===== src/rtl/cpu_pkg.sv =====
// Shared definitions for the execute-stage control slice:
// condition codes, NZCV flag bit indices and common field widths.
package cpu_pkg;

   localparam int ALUCTL_W = 3;
   localparam int RA_W     = 4;

   localparam logic [3:0] COND_EQ = 4'b0000;
   localparam logic [3:0] COND_NE = 4'b0001;
   localparam logic [3:0] COND_CS = 4'b0010;
   localparam logic [3:0] COND_CC = 4'b0011;
   localparam logic [3:0] COND_MI = 4'b0100;
   localparam logic [3:0] COND_PL = 4'b0101;
   localparam logic [3:0] COND_VS = 4'b0110;
   localparam logic [3:0] COND_VC = 4'b0111;
   localparam logic [3:0] COND_HI = 4'b1000;
   localparam logic [3:0] COND_LS = 4'b1001;
   localparam logic [3:0] COND_GE = 4'b1010;
   localparam logic [3:0] COND_LT = 4'b1011;
   localparam logic [3:0] COND_GT = 4'b1100;
   localparam logic [3:0] COND_LE = 4'b1101;
   localparam logic [3:0] COND_AL = 4'b1110;
   localparam logic [3:0] COND_NV = 4'b1111;

   localparam int FLAG_N = 3;
   localparam int FLAG_Z = 2;
   localparam int FLAG_C = 1;
   localparam int FLAG_V = 0;

endpackage


===== src/rtl/cond_check.sv =====
// Combinational condition evaluator.
// Ports: CondE (condition field), Flags ({N,Z,C,V}) -> CondPass.
module cond_check
   import cpu_pkg::*;
(
   input  logic [3:0] CondE,
   input  logic [3:0] Flags,
   output logic       CondPass
);

   logic n, z, c, v;

   assign n = Flags[FLAG_N];
   assign z = Flags[FLAG_Z];
   assign c = Flags[FLAG_C];
   assign v = Flags[FLAG_V];

   always_comb begin
      CondPass = 1'b0;
      unique case (CondE)
         COND_EQ: CondPass = z;
         COND_NE: CondPass = ~z;
         COND_CS: CondPass = c;
         COND_CC: CondPass = ~c;
         COND_MI: CondPass = n;
         COND_PL: CondPass = ~n;
         COND_VS: CondPass = v;
         COND_VC: CondPass = ~v;
         COND_HI: CondPass = c & ~z;
         COND_LS: CondPass = ~c | z;
         COND_GE: CondPass = (n == v);
         COND_LT: CondPass = (n != v);
         COND_GT: CondPass = ~z & (n == v);
         COND_LE: CondPass = z | (n != v);
         COND_AL: CondPass = 1'b1;
         COND_NV: CondPass = 1'b0;
      endcase
   end

endmodule


===== src/rtl/cond_ex_stage.sv =====
// Execute-stage control: D->E control register, NZCV flag register,
// condition gating of register/memory/PC/flag writes.
// Inputs: clk, reset, StallE, FlushE, decoder D-stage controls, ALUFlagsE.
// Outputs: registered E controls, gated writes, FlagsE, and SquashCntE
// when COND_SQUASH_CNT_EN is defined (count of condition-failed slots).
module cond_ex_stage
   import cpu_pkg::*;
#(
   parameter int COND_W   = 4,
   parameter int ALUCTL_W = cpu_pkg::ALUCTL_W,
   parameter int RA_W     = cpu_pkg::RA_W,
   parameter int CNT_W    = 16
) (
   input  logic                clk,
   input  logic                reset,
   input  logic                StallE,
   input  logic                FlushE,
   input  logic                ValidD,
   input  logic [COND_W-1:0]   CondD,
   input  logic                PCSD,
   input  logic                RegWD,
   input  logic                MemWD,
   input  logic                MemtoRegD,
   input  logic                ALUSrcD,
   input  logic                BranchD,
   input  logic                NoWriteD,
   input  logic [1:0]          FlagWD,
   input  logic [ALUCTL_W-1:0] ALUControlD,
   input  logic [RA_W-1:0]     WA3D,
   input  logic [3:0]          ALUFlagsE,
   output logic [ALUCTL_W-1:0] ALUControlE,
   output logic                ALUSrcE,
   output logic                MemtoRegE,
   output logic [RA_W-1:0]     WA3E,
   output logic                CondExE,
   output logic                RegWriteE,
   output logic                MemWriteE,
   output logic                PCSrcE,
   output logic                BranchTakenE,
`ifdef COND_SQUASH_CNT_EN
   output logic [CNT_W-1:0]    SquashCntE,
`endif
   output logic [3:0]          FlagsE
);

   typedef struct packed {
      logic                valid;
      logic [COND_W-1:0]   cond;
      logic                pcs;
      logic                regw;
      logic                memw;
      logic                mtr;
      logic                alusrc;
      logic                br;
      logic                nw;
      logic [1:0]          fw;
      logic [ALUCTL_W-1:0] aluctl;
      logic [RA_W-1:0]     wa3;
   } e_t;

   localparam e_t BUBBLE = '{cond: COND_W'(COND_AL), default: '0};

   e_t         e_q, e_d, d_in;
   logic [3:0] flags_q, flags_d;
   logic       pass;

   assign d_in = '{
      valid:  ValidD,
      cond:   CondD,
      pcs:    PCSD,
      regw:   RegWD,
      memw:   MemWD,
      mtr:    MemtoRegD,
      alusrc: ALUSrcD,
      br:     BranchD,
      nw:     NoWriteD,
      fw:     FlagWD,
      aluctl: ALUControlD,
      wa3:    WA3D
   };

   always_comb begin
      e_d = e_q;
      if (FlushE)
         e_d = BUBBLE;
      else if (!StallE)
         e_d = d_in;
   end

   cond_check u_cond_check (
      .CondE    (e_q.cond[3:0]),
      .Flags    (flags_q),
      .CondPass (pass)
   );

   assign CondExE      = pass & e_q.valid;
   assign RegWriteE    = e_q.regw & CondExE & ~e_q.nw;
   assign MemWriteE    = e_q.memw & CondExE;
   assign PCSrcE       = e_q.pcs & CondExE;
   assign BranchTakenE = e_q.br & CondExE;
   assign ALUControlE  = e_q.aluctl;
   assign ALUSrcE      = e_q.alusrc;
   assign MemtoRegE    = e_q.mtr;
   assign WA3E         = e_q.wa3;
   assign FlagsE       = flags_q;

   // Gating by ~StallE keeps a held instruction from writing flags
   // more than once; it writes only on its release edge.
   always_comb begin
      flags_d = flags_q;
      if (!StallE && CondExE) begin
         if (e_q.fw[1]) begin
            flags_d[FLAG_N] = ALUFlagsE[FLAG_N];
            flags_d[FLAG_Z] = ALUFlagsE[FLAG_Z];
         end
         if (e_q.fw[0]) begin
            flags_d[FLAG_C] = ALUFlagsE[FLAG_C];
            flags_d[FLAG_V] = ALUFlagsE[FLAG_V];
         end
      end
   end

   always_ff @(posedge clk) begin
      if (reset) begin
         e_q     <= BUBBLE;
         flags_q <= '0;
      end else begin
         e_q     <= e_d;
         flags_q <= flags_d;
      end
   end

`ifdef COND_SQUASH_CNT_EN
   logic [CNT_W-1:0] sq_q, sq_d;
   logic             sq_inc;

   assign sq_inc = e_q.valid & ~CondExE & ~StallE & ~FlushE;

   always_comb begin
      sq_d = sq_q;
      if (sq_inc && (sq_q != '1))
         sq_d = sq_q + 1'b1;
   end

   always_ff @(posedge clk) begin
      if (reset)
         sq_q <= '0;
      else
         sq_q <= sq_d;
   end

   assign SquashCntE = sq_q;
`endif

endmodule

===== config.mk =====
export PLATFORM = sky130hd
export DESIGN_NAME = cond_ex_stage
export DESIGN_NICKNAME = d
export VERILOG_FILES = /design/src/rtl/cpu_pkg.sv /design/src/rtl/cond_check.sv /design/src/rtl/cond_ex_stage.sv
export SDC_FILE = /design/constraint.sdc
export NUM_CORES = 1
export LEC_CHECK = 0
export ABC_CLOCK_PERIOD_IN_PS = 2240
export BUFFER_PORTS_ARGS = -buffer_cell sky130_fd_sc_hd__buf_2
export CORE_ASPECT_RATIO = 0.75
export CORE_MARGIN = 3
export CORE_UTILIZATION = 45
export DETAILED_ROUTE_END_ITERATION = 8
export PLACE_DENSITY_LB_ADDON = 0.05
export SYNTH_ARGS = -nofsm -noshare
export SYNTH_HDL_FRONTEND = slang
export SYNTH_SLANG_ARGS = --single-unit
export TNS_END_PERCENT = 5

===== constraint.sdc =====
create_clock -name clk -period 2.24 [get_ports clk]
set_input_delay 0.56 -clock clk [delete_from_list [all_inputs] [get_ports clk]]
set_output_delay 0.56 -clock clk [all_outputs]
set_load 0.1 [all_outputs]

==> impl_metrics.json, run 1 <==
{
  "status": "finished, violations left",
  "failed_checks": "setup timing",
  "dr.pass1.iters": 4,
  "io_buffers": 46,
  "dpl.hpwl_um": 2160,
  "cp-start-kind": "register",
  "die_x_um": 66.6,
  "synth-simple-area-share": 0.181,
  "clkSinkCount": 25,
  "use_met3": 0.0505,
  "critPathKind": "register to output port",
  "fin_crit_sh": 1.12,
  "routabilityCongestion": 0.814,
  "slowest_stage": "dfxtp_4",
  "ir_worst_vdd_mv": 0.434,
  "crit_buf_inv": 2,
  "fin_nets": 211,
  "cts_buffers": 3,
  "cts_max_level": 1,
  "yosysTopAreaCellShare": 0.403,
  "antenna_found_initial": 0,
  "postRouteAntennaNets": 0,
  "setup_slack_ns": -0.269,
  "synthMuxAreaShare": 0.230,
  "setup_viol": 5,
  "layout_min_cycle_time_ns": 2.51,
  "synth_top_cell_by_area": "dfxtp_1",
  "synth_nets": 162,
  "grt_pass1_wl_um": 4670,
  "synth_compound_area_frac": 0.0746,
  "start_util": 0.505,
  "synth_adder_area_share": 0,
  "relSlewSlack": 0.674,
  "grtUsageTotal": 0.183,
  "finalPower_mw": 0.890,
  "clock.fmax_mhz": 399,
  "use_met2": 0.344,
  "crit_path_max_fanout": 4,
  "drt_iter0_markers": 61,
  "layout_commonest_cell": "buf_2",
  "worstPathRequired_ns": 1.68,
  "crit_path_end_kind": "output port",
  "seq_area_frac_synth": 0.403,
  "worstPathCellList": "or2_1, a21oi_1, a211oi_1, a221oi_2, buf_4, o21ai_4, nor3b_4, buf_12",
  "maxCapViolCount": 0,
  "power_density_nw_per_um2": 516,
  "die_area_sq_um": 3430,
  "mappedNetlistArea_sq_um": 1240,
  "synth_cell_types": 27,
  "drc": 0,
  "min_path_type": "input port to register",
  "viasPerCell": 4.77,
  "slew_violations": 0,
  "rsz0062_at_grt": "true",
  "n_fill_cell": 198,
  "fin_skew_ns": 0.00299,
  "tightestPinTransition_ns": 0.492,
  "routed_wl_um": 2850,
  "diodes": 0,
  "clk_pin_slew_ns": 0.09,
  "final_cell_mix": "buf_2, mux2i_1, nor2_1",
  "row_count": 15,
  "ys_ff_latch": 25,
  "dieHeight_um": 51.5,
  "wl_per_cell_um": 13.3,
  "cpPeakStageDelay_ns": 0.37,
  "hold_viol_final": 0,
  "cts-root-buf": "clkbuf_8",
  "grt.met1_usage": 0.206,
  "synth_area_leaders": "dfxtp_1, mux2i_1, nor2_1",
  "grt.busiest_layer": "met2",
  "clockBufferDepth": 2,
  "num_vias": 1026,
  "p_leak_nw": 0.814,
  "area_growth_pct": 38.9,
  "boundaryPins": 47,
  "drive_gt1_frac": 0.459,
  "critPathTopFamily": "compound AO/OA/AOI/OAI gates",
  "pre_cts_slack_ns": -0.0636,
  "clk_latency_ns": 0.27,
  "avgSynthCellArea_sq_um": 9.33,
  "grt_pass1_vias": 1013,
  "synth_xor_area_frac": 0.0141,
  "grt_max_degree": 19,
  "coreArea_sq_um": 2460,
  "arrival_ns": 1.95,
  "yosys_warnings": 0,
  "utilization": 0.701,
  "overflow": 0,
  "syn_inst": 133,
  "synth_top_family_by_area": "multiplexers",
  "cts_tree": "built",
  "ctsHoldBuffers": 0
}
[tightest hold or removal path, delay by kind of cell]
kind,cells,cell delay (ns)
buf+inv,1,0.07
mux,1,0.05
simple gates,1,0.05
[sequential cells by signal (all words and copies together), names as in the netlist]
register	flops
ALUSrcE	1
WA3E	4
ALUControlE	3
FlagsE	4
MemtoRegE	1
e_q	12
[layer usage]
metal | wire, um | vias up
li1 | - | 526
met1 | 1190 | 470
met2 | 1480 | 28
met3 | 165 | 2
met4 | 11 | 0
met5 | 0 | -
[repair_timing]
action | 4_1_cts | 5_1_grt
endpoints found under the setup margin | 5 | 5
pin swaps | 4 | 0
resized for setup | 10 | 0
buffers inserted | 3 | 0
[worst paths after layout]
path	cells after the start	start	to	slack, ns
max	8	FlagsE[2]$_SDFFE_PP0P_	RegWriteE	-0.27
min	3	CondD[1]	e_q[17]$_SDFFE_PP1N_	0.50
max reg2reg	9	FlagsE[2]$_SDFFE_PP0P_	FlagsE[1]$_SDFFE_PP0P_	0.32
min reg2reg	2	e_q[15]$_SDFFE_PP0N_	e_q[15]$_SDFFE_PP0N_	0.50
[metrics by stage]
stage | hold slack, ns | cells | TNS [ns] | cell area (sq um)
after global routing | 0.508 | 215 | -1.85 | 1720
after global placement | 0.469 | 208 | -0.0484 | 1600
after detailed placement | 0.482 | 208 | -0.150 | 1600
after CTS | 0.493 | 215 | -1.27 | 1720
final | 0.495 | 215 | -1.25 | 1720
after floorplan | 0.463 | 133 | -2.36 | 1280
[kinds of logic (layout without fill, tap and decap cells)]
kind of cell / Yosys count / in the layout
simple gates: 47 / 47
mux: 28 / 28
flops: 25 / 25
buf+inv: 21 / 69
compound gates: 10 / 10
xor+xnor: 2 / 2
[synthesized netlist by cell type]
| cell type | n |
|---|---|
| a211oi_1 | 1 |
| buf_4 | 7 |
| and3_1 | 1 |
| or2b_1 | 4 |
| nor2_1 | 26 |
| or2_2 | 1 |
| a21oi_1 | 1 |
| a22o_1 | 1 |
| nand3b_1 | 1 |
| nor2b_1 | 2 |
| clkbuf_1 | 5 |
| mux2_4 | 1 |
| nand3_1 | 1 |
| buf_6 | 2 |
| a21oi_2 | 1 |
| nor3b_1 | 1 |
| o21ai_2 | 2 |
| o21ai_0 | 1 |
| or2_1 | 1 |
| dfxtp_1 | 25 |
| a221oi_2 | 1 |
| xnor2_1 | 2 |
| mux2i_1 | 27 |
| o2111a_2 | 2 |
| nand2_1 | 4 |
| nand2b_1 | 5 |
| inv_1 | 7 |
[power by group]
part	switching (mW)	leakage, nW	internal, mW
Sequential	0.0106	0.206	0.452
Combinational	0.0956	0.586	0.0619
Clock	0.144	0.0217	0.126
Total	0.250	0.814	0.640
[area by class of cell]
cell class / instances / area (sq um) / area share
Tap cell: 34 / 42.5 / 0.0247
Timing Repair Buffer: 58 / 399 / 0.231
Multi-Input combinational cell: 87 / 688 / 0.399
Clock inverter: 1 / 7.51 / 0.00435
Sequential cell: 25 / 519 / 0.301
Clock buffer: 3 / 41.3 / 0.0239
Inverter: 7 / 26.3 / 0.0152
(Power assumes the default switching activity.)
==> run 2, diff against run 1 <==
- ABC_CLOCK_PERIOD_IN_PS: 2240 -> 2900
- CTS_BUF_LIST: not set -> sky130_fd_sc_hd__clkbuf_4 sky130_fd_sc_hd__clkbuf_8 sky130_fd_sc_hd__clkbuf_16
- clock period: 2.24 -> 2.9 ns (I/O delays scaled with it)
==> impl_metrics.json, run 2 (synthesized netlist as in run 1, its figures left out) <==
{
  "status": "finished, final reports clean",
  "reg2reg_from": "e_q[19]$_SDFFE_PP1N_",
  "ir_worst_vdd_mv": 0.245,
  "dieHeight_um": 51.5,
  "crit_path_end_kind": "output port",
  "num_vias": 992,
  "regMostFlops": "e_q",
  "drc": 0,
  "row_count": 15,
  "drive_gt1_frac": 0.415,
  "min_from": "MemtoRegE$_SDFFE_PP0N_",
  "cts_max_level": 1,
  "grt_pass1_vias": 974,
  "layout_commonest_cell": "buf_2",
  "ctsHoldBuffers": 0,
  "fin_nets": 201,
  "die_area_sq_um": 3430,
  "overflow": 0,
  "min_path_type": "register to register",
  "final_cell_mix": "buf_2, mux2i_1, nor2_1",
  "fin_crit_sh": 0.953,
  "clk_latency_ns": 0.26,
  "whs_ns": 0.495,
  "dr.pass1.iters": 4,
  "layout_min_cycle_time_ns": 2.76,
  "maxCapViolCount": 0,
  "area_growth_pct": 25.5,
  "wl_per_cell_um": 12.7,
  "crit_path_max_fanout": 5,
  "setup_viol": 0,
  "tightestPinTransition_ns": 0.630,
  "clock.fmax_mhz": 362,
  "arrival_ns": 2.04,
  "grtUsageTotal": 0.162,
  "worstPathRequired_ns": 2.17,
  "hold_viol_final": 0,
  "final_area_sq_um": 1560,
  "routed_wl_um": 2600,
  "cts_buffers": 3,
  "grt_pass1_wl_um": 4260,
  "clkSinkCount": 25,
  "grt_max_degree": 23,
  "start_util": 0.505,
  "cp-start-kind": "register",
  "drt_iter0_markers": 68,
  "fin_skew_ns": 0.00212,
  "boundaryPins": 47,
  "clk_pin_slew_ns": 0.08,
  "tns_ns": 0,
  "antenna_found_initial": 0,
  "coreArea_sq_um": 2460,
  "placed_area_sq_um": 1480,
  "power_density_nw_per_um2": 431,
  "viasPerCell": 4.84,
  "p_leak_nw": 0.745,
  "cts-root-buf": "clkbuf_8",
  "slew_violations": 0,
  "io_buffers": 46,
  "clockBufferDepth": 2,
  "diodes": 0,
  "critPathKind": "register to output port",
  "routabilityCongestion": 0.855,
  "die_x_um": 66.6,
  "dpl.hpwl_um": 1980,
  "finalPower_mw": 0.671,
  "largest_reg_flops": 12,
  "postRouteAntennaNets": 0,
  "critPathLaunch": "FlagsE[0]$_SDFFE_PP0P_",
  "cts_tree": "built",
  "relSlewSlack": 0.580
}
-- run 2: metal layers --
layer | part of all wire | up-vias | track usage
li1 | - | 507 | -
met1 | 0.45 | 458 | 0.197
met2 | 0.49 | 25 | 0.281
met3 | 0.059 | 2 | 0.0484
met4 | 0.0042 | 0 | 0.0304
met5 | 0 | - | 0
-- run 2: final cells by class --
| cell class | instances | area (sq um) |
|---|---|---|
| Timing Repair Buffer | 48 | 270 |
| Inverter | 7 | 26.3 |
| Clock buffer | 3 | 41.3 |
| Tap cell | 34 | 42.5 |
| Multi-Input combinational cell | 87 | 654 |
| Clock inverter | 1 | 5.00 |
| Sequential cell | 25 | 518 |
| Fill cell | 246 | 901 |
-- run 2: power by group --
group / leakage (nW) / switching (mW) / internal [mW]
sequential: 0.207 / 0.00825 / 0.349
combinational: 0.513 / 0.0711 / 0.0413
clock: 0.0255 / 0.105 / 0.0960
total: 0.745 / 0.185 / 0.486
-- run 2: final timing paths --
kind,slack (ns),cells past startpoint,end
hold / removal,0.49,2,MemtoRegE$_SDFFE_PP0N_
setup reg to reg,1.06,8,FlagsE[1]$_SDFFE_PP0P_
hold reg to reg,0.49,2,MemtoRegE$_SDFFE_PP0N_
setup / recovery,0.14,7,CondExE
-- run 2: per-stage QoR --
step           std cells  setup WS [ns]  utilization
3_3_place_gp         199          0.366        0.601
4_1_cts              203         0.0171        0.622
3_5_place_dp         199          0.302        0.601
6_report             205          0.136        0.634
5_1_grt              205        -0.0108        0.634
2_1_floorplan        133        -0.0486            -
-- run 2: critical path: stages, from the launching register on --
cell and delay [ns]:
dfxtp_4 0.37, xnor2_2 0.20, mux2_4 0.32, a21oi_2 0.16, o21ai_2 0.11, o21ai_4 0.27
inv_1 0.06, clkbuf_4 0.28
-- run 2: timing repair --
action / in CTS / in global routing
gates cloned: 0 / 0
pin swaps: 0 / 1
endpoints found under the setup margin: 3 / 5
resized for setup: 3 / 4
endpoints found under the hold margin: 0 / 0
setup buffers: 0 / 2
==> run 3, diff against run 2 <==
- ABC_CLOCK_PERIOD_IN_PS: 2900 -> 2800
- clock period: 2.9 -> 2.8 ns (I/O delays scaled with it)
==> impl_metrics.json, run 3 (synthesized netlist as in run 1, its figures left out) <==
{
  "status": "finished, final reports clean",
  "io_buffers": 46,
  "min_path_type": "register to register",
  "clock.fmax_mhz": 372,
  "num_vias": 983,
  "min_from": "WA3E[3]$_SDFFE_PP0N_",
  "die_area_sq_um": 3430,
  "r2r-end": "FlagsE[2]$_SDFFE_PP0P_",
  "final_area_sq_um": 1630,
  "regMostFlops": "e_q",
  "die_x_um": 66.6,
  "critPathKind": "register to output port",
  "cpPeakStageDelay_ns": 0.37,
  "setup_slack_ns": 0.109,
  "whs_ns": 0.495,
  "utilization": 0.663,
  "grt_pass1_vias": 962,
  "coreArea_sq_um": 2460,
  "holdPathStages": 2,
  "dr.pass1.iters": 4,
  "cts_buffers": 3,
  "clockBufferDepth": 2,
  "power_density_nw_per_um2": 427,
  "crit_path_max_fanout": 7,
  "postRouteAntennaNets": 0,
  "routabilityCongestion": 0.842,
  "multiInputGateArea_sq_um": 672,
  "row_count": 15,
  "arrival_ns": 1.99,
  "reg2reg_depth": 8,
  "overflow": 0,
  "worstPathCellList": "or2_1, a21oi_2, a211oi_1, a221oi_2, buf_4, o21ai_4, nor3b_4, buf_12",
  "regArea_sq_um": 522,
  "critPathTopFamily": "compound AO/OA/AOI/OAI gates",
  "layout_min_cycle_time_ns": 2.69,
  "slew_violations": 0,
  "grtUsageTotal": 0.156,
  "worstPathRequired_ns": 2.10,
  "setup_viol": 0,
  "p_leak_nw": 0.758,
  "ir_worst_vdd_mv": 0.380,
  "placed_area_sq_um": 1540,
  "relSlewSlack": 0.583,
  "tightestPinTransition_ns": 0.626,
  "cts_tree": "built",
  "cp-start-kind": "register",
  "dpl.hpwl_um": 1970,
  "n_fill_cell": 223,
  "wl_per_cell_um": 12.4,
  "fin_crit_sh": 0.961,
  "routed_wl_um": 2540,
  "cts_max_level": 1,
  "largest_reg_flops": 12,
  "hold_path_end": "WA3E[3]$_SDFFE_PP0N_",
  "start_util": 0.505,
  "clk_pin_slew_ns": 0.08,
  "hold_viol_final": 0,
  "area_growth_pct": 31.2,
  "drc": 0,
  "antenna_found_initial": 0,
  "pre_cts_slack_ns": 0.332,
  "clkSinkCount": 25,
  "layout_commonest_cell": "buf_2",
  "grt_max_degree": 23,
  "final_cell_mix": "buf_2, mux2i_1, nor2_1",
  "rsz0062_at_grt": "true",
  "fin_nets": 201,
  "crit_path_end_kind": "output port",
  "r2r_slack_ns": 1.01,
  "reg2reg_from": "FlagsE[2]$_SDFFE_PP0P_",
  "drive_gt1_frac": 0.433,
  "viasPerCell": 4.80,
  "crit_buf_inv": 2,
  "diodes": 0,
  "finalPower_mw": 0.696,
  "clk_latency_ns": 0.27,
  "cts-root-buf": "clkbuf_8",
  "fin_skew_ns": 0.000886,
  "dieHeight_um": 51.5,
  "drt_iter0_markers": 15,
  "grt_pass1_wl_um": 4070,
  "maxCapViolCount": 0,
  "slowest_stage": "dfxtp_4",
  "boundaryPins": 47
}
==> run 3: through the flow <==
| step | instances | setup TNS, ns |
|---|---|---|
| 6_report | 205 | 0 |
| 5_1_grt | 205 | -0.0114 |
| 4_1_cts | 203 | 0 |
| 3_5_place_dp | 199 | 0 |
| 3_3_place_gp | 199 | 0 |
| 2_1_floorplan | 133 | -0.363 |
==> run 3: where the power goes <==
group          total [mW]  switching, mW  internal, mW
clock network       0.208          0.108        0.0995
logic               0.119         0.0740        0.0447
registers           0.370        0.00860         0.361
==> run 3: area by class of cell <==
cell class / instances / area share
inverter: 7 / 0.0161
tap: 34 / 0.0261
clock buffer: 3 / 0.0253
multi-input combinational: 87 / 0.412
clock inverter: 1 / 0.00307
timing repair buffer: 48 / 0.197
sequential: 25 / 0.320
==> run 3: worst min-delay path, stage by stage, from the launching register on <==
cell and delay [ns]:
dfxtp_1 0.33, mux2i_1 0.07, nor2_1 0.07
==> run 3: routing by layer <==
metal	global-route usage	routed length (um)
met5	0	0
met2	0.286	1270
met4	0.0405	17
met1	0.172	1110
met3	0.0505	143
==> run 3: what timing repair did <==
| action | 4_1_cts | 5_1_grt |
|---|---|---|
| endpoints found under the setup margin | 0 | 5 |
| hold buffers | 0 | 0 |
| setup buffers | 0 | 2 |
| gates resized for setup | 0 | 8 |
==> run 3: worst max path at each step <==
stage                      endpoint              startpoint  slack, ns  cells after the start
after floorplan           RegWriteE  FlagsE[0]$_SDFFE_PP0P_      -0.12                      6
after global placement    RegWriteE    e_q[16]$_SDFFE_PP0N_       0.36                      7
after detailed placement  RegWriteE    e_q[19]$_SDFFE_PP1N_       0.33                      7
after CTS                 RegWriteE    e_q[19]$_SDFFE_PP1N_       0.03                      7
after global routing      RegWriteE  FlagsE[0]$_SDFFE_PP0P_      -0.01                      8
final                     RegWriteE  FlagsE[2]$_SDFFE_PP0P_       0.11                      8
